File: src/rtl/pipe_hazard_ctrl.sv
// rtl/pipe_hazard_ctrl.sv - hazard and sequencing controller for the 5-stage pipeline
//
// Drives the hold/flush controls of the PC and the IF/ID, ID/EX, EX/MEM and MEM/WB
// registers. Handles load-use stalls, taken-branch flushes (branch resolved in MEM)
// and multi-cycle data-memory waits. Also keeps a sticky memory-timeout flag and
// saturating stall/flush performance counters.
//
// Parameters:
//   TIMEOUT  max cycles spent frozen on one access before it is abandoned (>= 2)
//   CNT_W    width of stall_cnt / flush_cnt
//
// Ports:
//   clk, reset            clock (rising edge), asynchronous active-high reset
//   MemRead_ex, Rd_ex     EX instruction is a load, and its destination register
//   Rn_id, Rm_id          ID instruction source registers
//   uses_Rm_id            ID instruction actually reads Rm
//   BrTaken_mem           branch in MEM is taken
//   mem_req_mem           MEM instruction is accessing data memory
//   mem_ready             data memory completes the access this cycle
//   stall_pc, stall_ifid, bubble_idex     load-use stall controls
//   flush_ifid, flush_idex, flush_exmem   taken-branch flush controls
//   freeze_all            hold PC and every pipeline register (memory wait)
//   mem_timeout           sticky: an access exceeded TIMEOUT cycles
//   stall_cnt, flush_cnt  saturating performance counters

module pipe_hazard_ctrl #(
    parameter int TIMEOUT = 16,
    parameter int CNT_W   = 32
) (
    input  logic             clk,
    input  logic             reset,
    input  logic             MemRead_ex,
    input  logic [4:0]       Rd_ex,
    input  logic [4:0]       Rn_id,
    input  logic [4:0]       Rm_id,
    input  logic             uses_Rm_id,
    input  logic             BrTaken_mem,
    input  logic             mem_req_mem,
    input  logic             mem_ready,
    output logic             stall_pc,
    output logic             stall_ifid,
    output logic             bubble_idex,
    output logic             flush_ifid,
    output logic             flush_idex,
    output logic             flush_exmem,
    output logic             freeze_all,
    output logic             mem_timeout,
    output logic [CNT_W-1:0] stall_cnt,
    output logic [CNT_W-1:0] flush_cnt
);

    localparam int WCW = $clog2(TIMEOUT) + 1;

    typedef enum logic [0:0] {
        RUN      = 1'b0,
        MEM_WAIT = 1'b1
    } state_t;

    state_t         state;
    logic [WCW-1:0] wait_cnt;

    logic load_use;
    logic freeze;
    logic flush;
    logic stall;

    // X31 reads as zero, so a load targeting it never feeds a dependent instruction.
    assign load_use = MemRead_ex && (Rd_ex != 5'd31) &&
                      ((Rd_ex == Rn_id) || (uses_Rm_id && (Rd_ex == Rm_id)));

    // Controls act in the same cycle they are decided; reset forces them low
    // immediately, even while the FSM is mid-wait.
    always_comb begin
        freeze = 1'b0;
        flush  = 1'b0;
        stall  = 1'b0;
        if (!reset) begin
            if (state == MEM_WAIT) begin
                freeze = 1'b1;
            end else if (mem_req_mem && !mem_ready) begin
                freeze = 1'b1;
            end else if (BrTaken_mem) begin
                // A taken branch squashes the dependent younger instruction anyway.
                flush = 1'b1;
            end else if (load_use) begin
                stall = 1'b1;
            end
        end
    end

    assign stall_pc    = stall;
    assign stall_ifid  = stall;
    assign bubble_idex = stall;
    assign flush_ifid  = flush;
    assign flush_idex  = flush;
    assign flush_exmem = flush;
    assign freeze_all  = freeze;

    always_ff @(posedge clk or posedge reset) begin
        if (reset) begin
            state       <= RUN;
            wait_cnt    <= '0;
            mem_timeout <= 1'b0;
            stall_cnt   <= '0;
            flush_cnt   <= '0;
        end else begin
            if ((freeze || stall) && (stall_cnt != {CNT_W{1'b1}})) begin
                stall_cnt <= stall_cnt + CNT_W'(1);
            end
            if (flush && (flush_cnt != {CNT_W{1'b1}})) begin
                flush_cnt <= flush_cnt + CNT_W'(1);
            end

            case (state)
                RUN: begin
                    // The first frozen cycle happens in RUN, so the wait counter
                    // already counts it when MEM_WAIT is entered.
                    if (freeze) begin
                        state    <= MEM_WAIT;
                        wait_cnt <= WCW'(1);
                    end
                end
                MEM_WAIT: begin
                    if (mem_ready) begin
                        state    <= RUN;
                        wait_cnt <= '0;
                    end else if (wait_cnt == WCW'(TIMEOUT - 1)) begin
                        mem_timeout <= 1'b1;
                        state       <= RUN;
                        wait_cnt    <= '0;
                    end else begin
                        wait_cnt <= wait_cnt + WCW'(1);
                    end
                end
                default: begin
                    state    <= RUN;
                    wait_cnt <= '0;
                end
            endcase
        end
    end

endmodule

File: config.mk
export PLATFORM = sky130hd
export DESIGN_NAME = pipe_hazard_ctrl
export DESIGN_NICKNAME = d
export VERILOG_FILES = /design/src/rtl/pipe_hazard_ctrl.sv
export SDC_FILE = /design/constraint.sdc
export NUM_CORES = 1
export LEC_CHECK = 0
export CAP_MARGIN = 30
export CORE_MARGIN = 2
export CORE_UTILIZATION = 49
export CTS_CLUSTER_SIZE = 12
export DETAILED_ROUTE_END_ITERATION = 6
export PLACE_DENSITY = 0.81
export SLEW_MARGIN = 20
export SYNTH_ARGS = -nofsm -noshare
export SYNTH_HDL_FRONTEND = slang
export SYNTH_SLANG_ARGS = --single-unit
export TNS_END_PERCENT = 10
File: constraint.sdc
create_clock -name clk -period 3.15 [get_ports clk]
set_input_delay 0.315 -clock clk [delete_from_list [all_inputs] [get_ports clk]]
set_output_delay 0.315 -clock clk [all_outputs]
set_load 0.02 [all_outputs]
# After elaboration in Yosys (flattened, before gate mapping)
# Index checks and enable logic that the tools add are counted.
# word_totals
register_bits,71
in_bits,22
out_inout_bits,72
elab_cells,47
# op_classes
n_addsub,3
n_eq_ne,7
mux,20
bitwise_logic,2
reduce_logical,10
# op_table
cell,n
32-bit by 1-bit adder with 32-bit output (second input constant),2
32-bit != test (second input constant),2
1-bit 2-to-1 mux,15
5-bit 2-to-1 mux,3
5-bit equality test,2
5-bit case mux with 2 select lines,1
1-bit logical AND,6
5-bit by 1-bit adder with 5-bit output (second input constant),1
5-bit by 4-bit equality test with 1-bit output (second input constant),1
5-bit != test (second input constant),1
3-bit AND reduction,1
1-bit logical OR,2
2-bit != test (second input constant),1
1-bit NOT,2
1-bit case mux with 2 select lines,1
1-bit logical NOT,1

# Depth between registers and ports, before layout
# Gate-level depths: netlist of run 1.
# depth
ltp_word,11
depth_mapped,8
ltp_nobuf,7

# Worst setup path after synthesis of run 1
# No wires, ideal clock.
# synth_timing
path_kind,input to register
startpoint,input port reset
endpoint,register flush_cnt[22]
arrival_time_ns,3.374
t_required_ns,3.019
setup_slack_ns,-0.355
stages,7
path_buffers,1
path_cell_list,inv_1 and4_1 clkbuf_1 nand2_1 a211oi_2 nand4_1 xnor2_1
# synth_via
elab_chain_cells,2
# synth_rtl
item,line_no,text
from (decl),31,"input logic reset,"
1-bit 2-to-1 mux,77,if (!reset) begin
named net flush_exmem,45,"output logic flush_exmem,"
1-bit logical AND,110,if (flush && (flush_cnt != {CNT_W{1'b1}})) begin
to (signal assigned),111,flush_cnt <= flush_cnt + CNT_W'(1);
to (decl),49,output logic [CNT_W-1:0] flush_cnt
# The timed path passes the listed nets, and every way through them passes these cells.
# A chain may end at the register's enable or synchronous reset.

# Worst setup path in the final report of run 1
# layout_timing
startpoint,input port Rd_ex[4]
endpoint,output port bubble_idex
# layout_via
elab_chain_cells,9
word_cells_on_any_way,12
classes_between,eq/ne (3); mux (5); reduce/logical (4)
# layout_rtl
item,line_no,text
from (decl),33,"input logic [4:0] Rd_ex,"
5-bit equality test,69,((Rd_ex == Rn_id) || (uses_Rm_id && (Rd_ex == Rm_id)));
1-bit logical AND,69,
1-bit logical OR,69,
1-bit logical AND *,68,assign load_use = MemRead_ex && (Rd_ex != 5'd31) &&
1-bit 2-to-1 mux *,85,end else if (load_use) begin
1-bit 2-to-1 mux *,82,end else if (BrTaken_mem) begin
1-bit 2-to-1 mux *,80,end else if (mem_req_mem && !mem_ready) begin
1-bit 2-to-1 mux *,78,if (state == MEM_WAIT) begin
1-bit 2-to-1 mux *,77,
to (decl),42,"output logic bubble_idex,"
# Mark *: on every way between the ends. The rest lies on a longest branch, timed or not.

==> results of run 1 <==
==> metal layers <==
| metal | up-vias | GRT usage [%] | routed length (um) |
|---|---|---|---|
| li1 | 1392 | - | - |
| met1 | 1441 | 27.2 | 3770 |
| met4 | 0 | 6.54 | 110 |
| met2 | 63 | 33.5 | 4030 |
| met5 | - | 0 | 0 |
| met3 | 10 | 5.26 | 292 |
==> where the power goes <==
group	internal [W]	switching [W]	total, W
logic	0.000217	0.000229	0.000446
clock network	0.000388	0.000333	0.000721
registers	0.000986	0.000105	0.00109
==> cells by family after synthesis <==
family                     Yosys count
and+or+nand+nor                    154
buffers and inverters               24
AOI/OAI and AO/OA                   17
muxes                                2
xor gates and xnor gates            73
adders and majority gates            3
DFF                                 71
==> worst paths after layout <==
check | from | to | slack [ns]
max | Rd_ex[4] | bubble_idex | 0.61
min | reset | wait_cnt[2] | 0.26
max reg2reg | stall_cnt[0] | stall_cnt[1] | 0.83
min reg2reg | mem_timeout | mem_timeout | 0.47
max in group asynchronous | reset | stall_cnt[3] | 1.86
min in group clk | mem_timeout | mem_timeout | 0.47
==> state kept, by name, summed over array words and instances, names as in the netlist <==
register,flops
flush_cnt,32
state,1
mem_timeout,1
stall_cnt,32
wait_cnt,5
==> placed cells by master, fill, tap and decap left out, types with 2 or more instances in the layout <==
| master | Yosys | routed |
|---|---|---|
| sky130_fd_sc_hd__clkdlybuf4s50_1 | 0 | 93 |
| sky130_fd_sc_hd__dfrtp_1 | 71 | 71 |
| sky130_fd_sc_hd__xor2_1 | 39 | 39 |
| sky130_fd_sc_hd__xnor2_1 | 34 | 34 |
| sky130_fd_sc_hd__nand2_1 | 30 | 30 |
| sky130_fd_sc_hd__nor2_1 | 25 | 25 |
| sky130_fd_sc_hd__nand3_1 | 18 | 18 |
| sky130_fd_sc_hd__nand4_1 | 17 | 17 |
| sky130_fd_sc_hd__nor3_1 | 17 | 17 |
| sky130_fd_sc_hd__inv_1 | 14 | 13 |
| sky130_fd_sc_hd__clkbuf_8 | 0 | 10 |
| sky130_fd_sc_hd__and3_1 | 6 | 6 |
| sky130_fd_sc_hd__nor4_2 | 6 | 6 |
| sky130_fd_sc_hd__o21ai_0 | 6 | 6 |
| sky130_fd_sc_hd__and4_1 | 5 | 5 |
| sky130_fd_sc_hd__nor2b_1 | 4 | 4 |
| sky130_fd_sc_hd__nor4_4 | 4 | 4 |
| sky130_fd_sc_hd__nand4_2 | 3 | 3 |
| sky130_fd_sc_hd__nor4_1 | 3 | 3 |
| sky130_fd_sc_hd__ha_1 | 3 | 3 |
| sky130_fd_sc_hd__clkbuf_1 | 1 | 3 |
| sky130_fd_sc_hd__clkinvlp_4 | 0 | 2 |
| sky130_fd_sc_hd__o22ai_1 | 2 | 2 |
| sky130_fd_sc_hd__nor3b_1 | 2 | 2 |
| sky130_fd_sc_hd__nor4b_1 | 2 | 2 |
| sky130_fd_sc_hd__or3_4 | 2 | 2 |
| sky130_fd_sc_hd__nor3_2 | 2 | 2 |
| sky130_fd_sc_hd__and2_1 | 2 | 2 |
| sky130_fd_sc_hd__a21oi_1 | 2 | 2 |
| sky130_fd_sc_hd__a21o_1 | 2 | 2 |
| sky130_fd_sc_hd__buf_4 | 7 | 2 |
==> per-stage QoR <==
stage | total power [W] | area (um2)
floorplan | 0.00133 | 3660
global placement | 0.00154 | 4670
detailed placement | 0.00155 | 4670
CTS | 0.00227 | 4860
global route | 0.00236 | 4860
finish | 0.00226 | 4860
==> critical path, stage by stage <==
cell	delay (ns)
sky130_fd_sc_hd__clkdlybuf4s50_1	0.54
sky130_fd_sc_hd__xnor2_1	0.15
sky130_fd_sc_hd__nand3_1	0.14
sky130_fd_sc_hd__o22ai_1	0.20
sky130_fd_sc_hd__and4_1	0.26
sky130_fd_sc_hd__clkdlybuf4s50_1	0.62
==> final cells by class <==
type	instances	share of cell area [%]
timing repair buffer	95	19.5
clock inverter	3	0.875
tap	99	2.55
multi-input combinational	249	36.3
inverter	15	1.24
sequential	71	36.6
clock buffer	13	3.06
==> out/qor.yml, run 1 <==
vias_in_the_first_global_route: 2845
filler_cell_count: 549
vdd_ir_drop_max_v: 0.000428
synth.top_cells.by_count: "sky130_fd_sc_hd__dfrtp_1, sky130_fd_sc_hd__xor2_1, sky130_fd_sc_hd__xnor2_1"
setup_viol: 0
multi_input_logic_area_mm2: 0.00176
die_width_um: 90.4
clock_sink_count: 71
ios: 94
clock_tree.htree_level_count: 3
ctsRootBufferMaster: "sky130_fd_sc_hd__clkbuf_8"
area_growth_syn_to_layout_pct: 32.9
n_antenna_cell: 0
grt_use_total_pct: 20.6
fin_nets: 466
synth_enable_flop_cells: 0
placeable_area_mm2: 0.00725
placed_cells: 529
cp_data_required_time_ns: 2.83
main_combinational_cell_family_by_area_after_synthesis: "simple AND/OR/NAND/NOR gates"
timing_worst_setup_path_type: "in -> out"
synth.ff_latch_count: 71
fin_crit_ns: 2.54
fmaxAchievable_ghz: 0.394
synth_mux_area_share_pct: 0.616
netlist_instances: 344
run_status: "completed"
die_height_um: 90.4
rr_worst_depth: 7
synth-seq-area-share_pct: 48.6
drv_slew: 0
via_per_inst: 5.33
synth_compound_area_share_pct: 3.05
wire_per_inst_um: 15.0
worst_setup_path_start_kind: "input pin"
end_kind: "output pin"
netlist_area_before_placement_mm2: 0.00366
yosysWarnings: 0
synth.top_cell.area_share_pct: 48.6
holdCritPathClass: "in -> async"
fin_crit_sh_pct: 80.5
finalHoldViolCount: 0
p_per_cell_area_mw_per_mm2: 464
critPathMaxFanout: 3
crit_arrival_ns: 2.22
grt-ovfl-total: 0
layout.area.seq_mm2: 0.00178
synthesis.area_per_instance_um2: 10.6
grt_first_pass_wirelength_um: 13700
route.final.wire_length_um: 8200
io_buffers: 93
p_leak_nw: 2.19
post-route-drc-count: 0
grt_start_max_net_pins: 66
max-clock-path-buffers: 2
rows: 31
post_route_non_filler_standard_cell_count: 545
clock_buffer_count_from_cts: 9
ant_nets: 0
yosys.cell_count.top_type: "sky130_fd_sc_hd__dfrtp_1"
post_route_cells_drive_above_1_share_pct: 8.52
synthXorXnorAreaFrac_pct: 17.5
unrepaired_setup_endpoints_after_global_routing: "no"
routabilityCongestion: 0.799
detailedRoute.firstIterationViolations: 147
synth_area_leaders: "sky130_fd_sc_hd__dfrtp_1, sky130_fd_sc_hd__xor2_1, sky130_fd_sc_hd__xnor2_1"
finalCoreUtilization_pct: 67.0
fraction_of_registers_with_async_set_reset_pct: 100
die_area_mm2: 0.00817
yosys.area_share.adder_pct: 1.03
num_vias: 2906
number_of_antenna_violations_at_the_first_check_in_global_routing: 0
cts_resized: 0
synth_cell_type_count: 43
max-slew-margin-rel_pct: 41.8
timing.hold.ws_ns: 0.261
cts_setup_buffers: 0
max-cap-violations: 0
finalClockSkew_ns: 0.0121
placement.setup.worst_slack_ns: 0.473
post_synth_and_or_nand_nor_area_fraction_pct: 26.0
worst_skew_pair.late_latency_ns: 0.35
synth_largest_area_cell: "sky130_fd_sc_hd__dfrtp_1"
sum_neg_setup_slack_ns: 0
tritoncts: "built"
worst_setup_hold_path_clk_slew_ns: 0.07
worst_slew_pin_slew_ns: 0.862
mappedNetlistNets: 369
setup_ws_ns: 0.614
yosys_most_used_dff: "sky130_fd_sc_hd__dfrtp_1"
cts_hold_repair.buffers: 0
floorplan.initialDensity_pct: 50.4
first_pass_drt_iterations: 4
detailed_place_hpwl_um: 5910
Note: power is estimated with default switching activity, not from simulation.
==> run 2, diff against run 1 <==
clock period = 2.35 ns   (was 3.15 ns; I/O delays follow)
==> run 2 against run 1 <==
Against the previous run:
- via count increased by 0.10%
- sequential share of layout area decreased by 0.94 points
- cell count increased by 1.7%
- count of clock-buffer cells in the layout decreased by 3
- critical path depth decreased by 3
- sequential cell count unchanged
- largest power group unchanged
- combinational power increased by 41%
- highest routed layer unchanged
==> out/qor.yml, run 2 (same netlist as run 1, synthesis figures left out) <==
run_status: "completed"
vias_in_the_first_global_route: 2919  # +2.6%
number_of_antenna_violations_at_the_first_check_in_global_routing: 0  # unchanged
detailedRoute.firstIterationViolations: 77  # -48%
count_of_buffer_and_inverter_cells_on_the_critical_path: 2  # unchanged
drv_slew: 0  # unchanged
max-slew-margin-rel_pct: 43.1  # +1.3 points
num_vias: 2909  # +0.10%
cell_class_contributing_the_biggest_share_of_worst_path_delay: "buffers and inverters"
placeable_area_mm2: 0.00725  # unchanged
clock_buffer_count_from_cts: 9  # unchanged
fin_nets: 475  # +1.9%
fin_crit_sh_pct: 94.8
finalClockSkew_ns: 0.0126  # +0.000536 ns
first_pass_drt_iterations: 4  # unchanged
detailed_place_hpwl_um: 5730  # -3.0%
die_area_mm2: 0.00817  # unchanged
post_route_cells_drive_above_1_share_pct: 12.3  # +3.8 points
worst_setup_hold_path_clk_slew_ns: 0.07  # about the same
clock_tree.htree_level_count: 3  # unchanged
wire_per_inst_um: 14.2  # -5.6%
max-clock-path-buffers: 2  # unchanged
via_per_inst: 5.25  # -1.5%
timing.hold.ws_ns: 0.165  # -0.0962 ns
n_antenna_cell: 0  # unchanged
floorplan.initialDensity_pct: 50.4  # unchanged
ctsRootBufferMaster: "sky130_fd_sc_hd__clkbuf_8"
rows: 31  # unchanged
clock_sink_count: 71  # unchanged
holdCritPathClass: "in -> async"
cpPeakStageDelay_ns: 0.68  # +0.06 ns
timing_worst_setup_path_type: "reg -> out"
die_width_um: 90.4  # unchanged
setup_viol: 0  # unchanged
unrepaired_setup_endpoints_after_global_routing: "no"
grt-ovfl-total: 0  # unchanged
end_kind: "output pin"
grt_first_pass_wirelength_um: 13900  # +1.4%
worst_skew_pair.late_latency_ns: 0.34  # about the same
post-route-drc-count: 0  # unchanged
p_leak_nw: 2.29  # +4.4%
timing.critical_path.cells: "inv_1 -> and4_1 -> clkdlybuf4s50_1"
fin_crit_ns: 2.23
grt_start_max_net_pins: 69  # +4.5%
route.final.wire_length_um: 7870  # -4.0%
die_height_um: 90.4  # unchanged
area_growth_syn_to_layout_pct: 36.4
layout.cells.most_common: "sky130_fd_sc_hd__clkdlybuf4s50_1"
ant_nets: 0  # unchanged
worst_slew_pin_slew_ns: 0.854  # -0.00824 ns
tritoncts: "built"
io_buffers: 93  # unchanged
design_power_total_w: 0.00303  # +34%
fmaxAchievable_ghz: 0.449
ios: 94  # unchanged
grt_use_total_pct: 20.7  # +0.13 points
cp_data_required_time_ns: 2.12  # -0.71 ns
vdd_ir_drop_max_v: 0.000318  # -26%
top_regs: "flush_cnt x32, stall_cnt x32, wait_cnt x5"
crit_arrival_ns: 1.99  # -0.23 ns
routabilityCongestion: 0.812  # +1.6%
finalHoldViolCount: 0  # unchanged
max-cap-violations: 0  # unchanged
worst_setup_path_start_kind: "flop"
mostFrequentLayoutCells: "sky130_fd_sc_hd__clkdlybuf4s50_1, sky130_fd_sc_hd__dfrtp_1, sky130_fd_sc_hd__xor2_1, sky130_fd_sc_hd__xnor2_1, sky130_fd_sc_hd__nand2_1"
cts_hold_repair.buffers: 0  # unchanged
critPathMaxFanout: 7  # +4
p_per_cell_area_mw_per_mm2: 608  # +31%
critPathSlowestCell: "sky130_fd_sc_hd__clkdlybuf4s50_1"
-- run 2: final timing paths --
path | slack (ns) | to | cells after the start | from
min in group clk | 0.46 | mem_timeout | 1 | mem_timeout
worst max-delay path | 0.12 | flush_ifid | 3 | state
worst min register to register | 0.46 | mem_timeout | 1 | mem_timeout
worst min-delay path | 0.17 | state | 2 | reset
max in group asynchronous | 1.14 | flush_cnt[24] | 3 | reset
worst max register to register | 0.23 | stall_cnt[1] | 7 | stall_cnt[1]
-- run 2: timing repair --
item	4_1_cts	5_1_grt
buffers inserted	0	0
endpoints found under the setup margin	3	0
gates resized for setup	3	0
-- run 2: metal layers --
metal  share of wire (%)  track usage, %  vias up  routed length (um)
met5                   0               0        -                   0
met4                 1.5            6.15        0                 120
li1                    -               -     1397                   -
met1                  44            26.4     1415                3490
met3                 6.7            6.84       11                 528
met2                  47            33.8       86                3730
-- run 2: final cells by class --
type                            count  area (um2)
Inverter                           15        61.3
Sequential cell                    71        1780
Fill cell                         569        2260
Tap cell                           99         124
Timing Repair Buffer              104        1020
Clock buffer                       10         128
Multi-Input combinational cell    249        1820
Clock inverter                      6        61.3
-- run 2: metrics by stage --
stage	std cells	cell area [um2]	utilization [%]	setup WS, ns	TNS [ns]
2_1_floorplan	344	3730	-	-0.281	-8.90
3_3_place_gp	538	4800	66.2	-0.00155	-0.00155
3_5_place_dp	538	4800	66.2	-0.0994	-0.279
4_1_cts	554	4990	68.8	0.0994	0
5_1_grt	554	4990	68.8	0.0222	0
6_report	554	4990	68.8	0.123	0
-- run 2: power by group --
| group | internal, W | switching, W |
|---|---|---|
| Clock | 0.000487 | 0.000458 |
| Combinational | 0.000309 | 0.000321 |
| Sequential | 0.00132 | 0.000138 |
==> run 3, diff against run 2 <==
SETUP_SLACK_MARGIN = 0.5   (was unset)
==> run 3 against run 2 <==
Against the previous run:
- clock power rose by 15%
- register-to-register slack improved by 0.13 ns
- maximum frequency rose by 12%
- first-iteration DRC count rose by 110%
==> out/qor.yml, run 3 (same netlist as run 1, synthesis figures left out) <==
vdd_ir_drop_max_v: 0.000376  # +18%
fmaxAchievable_ghz: 0.502  # +12%
unrepaired_setup_endpoints_after_global_routing: "yes"
grt_use_total_pct: 21.3  # +0.61 points
ctsRootBufferMaster: "sky130_fd_sc_hd__clkbuf_8"
finalHoldViolCount: 0  # unchanged
detailed_place_hpwl_um: 5920  # +3.2%
crit_arrival_ns: 2.22  # +0.23 ns
drv_slew: 0  # unchanged
detailedRoute.firstIterationViolations: 160  # +110%
worst_slew_pin_slew_ns: 0.634  # -0.219 ns
timing.rr.start: "stall_cnt[0]"
run_status: "completed"
via_per_inst: 5.23  # -0.33%
first_pass_drt_iterations: 4  # unchanged
holdCritPathClass: "in -> async"
top_regs: "flush_cnt x32, stall_cnt x32, wait_cnt x5"
ios: 94  # unchanged
clock_power_share_pct: 33.2  # +2.1 points
end_kind: "flop"
worst_setup_path_start_kind: "flop"
fin_crit_ns: 1.99  # -0.237 ns
power_frac_comb_pct: 22.5  # +1.7 points
sum_neg_setup_slack_ns: 0  # unchanged
wire_per_inst_um: 15.0  # +5.5%
grt_first_pass_wirelength_um: 14100  # +1.5%
netSwitchingFraction_pct: 29.1  # -1.1 points
die_height_um: 90.4  # unchanged
timing_worst_setup_path_type: "reg -> reg"
die_width_um: 90.4  # unchanged
n_antenna_cell: 0  # unchanged
clock_tree.htree_level_count: 3  # unchanged
rows: 31  # unchanged
ant_nets: 0  # unchanged
share_seq_of_total_power_pct: 44.3  # -3.8 points
finalClockSkew_ns: 0.0100  # -0.00259 ns
worst_skew_pair.late_latency_ns: 0.35  # about the same
p_per_cell_area_mw_per_mm2: 626  # +2.9%
p_leak_nw: 2.38  # +3.9%
cts_hold_repair.buffers: 0  # unchanged
max-clock-path-buffers: 2  # unchanged
number_of_antenna_violations_at_the_first_check_in_global_routing: 0  # unchanged
multi_input_logic_area_mm2: 0.00192  # +5.9%
routabilityCongestion: 0.816  # +0.52%
floorplan.initialDensity_pct: 50.4  # unchanged
num_vias: 2957  # +1.7%
post_route_cells_drive_above_1_share_pct: 18.7  # +6.4 points
placeable_area_mm2: 0.00725  # unchanged
io_buffers: 93  # unchanged
clock_buffer_count_from_cts: 9  # unchanged
layout.cells.most_common: "sky130_fd_sc_hd__clkdlybuf4s50_1"
tritoncts: "built"
cp_data_required_time_ns: 2.58  # +0.46 ns
layout.area.seq_mm2: 0.00178  # +0.42%
filler_cell_count: 533  # -6.3%
worst_setup_hold_path_clk_slew_ns: 0.08  # about the same
crit_path_start: "stall_cnt[0]"
grt_start_max_net_pins: 52  # -25%
route.final.wire_length_um: 8470  # +7.6%
area_growth_syn_to_layout_pct: 43.5
setup_viol: 0  # unchanged
internal-power_w: 0.00233  # +9.9%
clock_sink_count: 71  # unchanged
max-slew-margin-rel_pct: 57.7  # +15 points
max-cap-violations: 0  # unchanged
design_power_total_w: 0.00328  # +8.2%
die_area_mm2: 0.00817  # unchanged
vias_in_the_first_global_route: 2971  # +1.8%
fin_nets: 486  # +2.3%
critPathMaxFanout: 6  # -1
fin_crit_sh_pct: 84.7  # -10 points
netSwitchingPower_w: 0.000955  # +4.2%
grt-ovfl-total: 0  # unchanged
post-route-drc-count: 0  # unchanged
mostFrequentLayoutCells: "sky130_fd_sc_hd__clkdlybuf4s50_1, sky130_fd_sc_hd__dfrtp_1, sky130_fd_sc_hd__xor2_1, sky130_fd_sc_hd__xnor2_1, sky130_fd_sc_hd__nand2_1"
run 3: repair_timing:
| action | 4_1_cts | 5_1_grt |
|---|---|---|
| pin swaps | 5 | 4 |
| buffers inserted | 3 | 5 |
| endpoints found under the setup margin | 47 | 60 |
| gates resized for setup | 29 | 15 |
| cloned | 1 | 1 |
run 3: final timing paths:
check	endpoint	slack (ns)	cells after the start
setup / recovery	stall_cnt[1]	0.36	7
hold / removal	state	0.37	3
setup reg to reg	stall_cnt[1]	0.36	7
hold reg to reg	mem_timeout	0.47	1
max in group asynchronous	stall_cnt[6]	1.36	3
min in group clk	mem_timeout	0.47	1
run 3: area by class of cell:
cell class / instances / share of cell area, %
multi-input combinational: 249 / 36.6
timing repair buffer: 115 / 21.6
inverter: 15 / 1.17
tap: 99 / 2.36
clock buffer: 11 / 2.70
sequential: 71 / 34.0
clock inverter: 5 / 1.55
run 3: power groups by stage:
| stage | Combinational (W) | Sequential, W | Clock [W] |
|---|---|---|---|
| floorplan | 0.000260 | 0.00155 | 0 |
| detailed placement | 0.000638 | 0.00148 | 0 |
| global route | 0.000799 | 0.00147 | 0.00116 |
| finish | 0.000739 | 0.00145 | 0.00109 |
| CTS | 0.000692 | 0.00144 | 0.00111 |
| global placement | 0.000621 | 0.00147 | 0 |
run 3: routing by layer:
metal	GRT usage, %	share of wire [%]	wire length, um
met1	26.4	43	3670
met2	35.7	49	4150
met3	6.59	6.0	510
met4	7.05	1.5	131
met5	0	0	0
run 3: worst max-delay path: stages (launching register included):
cell,delay [ns]
sky130_fd_sc_hd__dfrtp_1,0.40
sky130_fd_sc_hd__ha_4,0.17
sky130_fd_sc_hd__nand4_4,0.12
sky130_fd_sc_hd__nor4_4,0.30
sky130_fd_sc_hd__nand4_1,0.23
sky130_fd_sc_hd__nand3_4,0.21
sky130_fd_sc_hd__buf_12,0.14
sky130_fd_sc_hd__mux2_4,0.30
run 3: metrics by stage:
step | utilization (%) | hold WS (ns) | area (um2) | instances | setup WS [ns]
finish | 72.3 | 0.366 | 5250 | 565 | 0.359
detailed placement | 66.5 | 0.454 | 4820 | 539 | -0.00499
floorplan | - | 0.421 | 3740 | 344 | -0.281
global placement | 66.5 | 0.443 | 4820 | 539 | 0.0519
global route | 72.3 | 0.393 | 5250 | 565 | 0.298
CTS | 70.6 | 0.372 | 5120 | 559 | 0.339
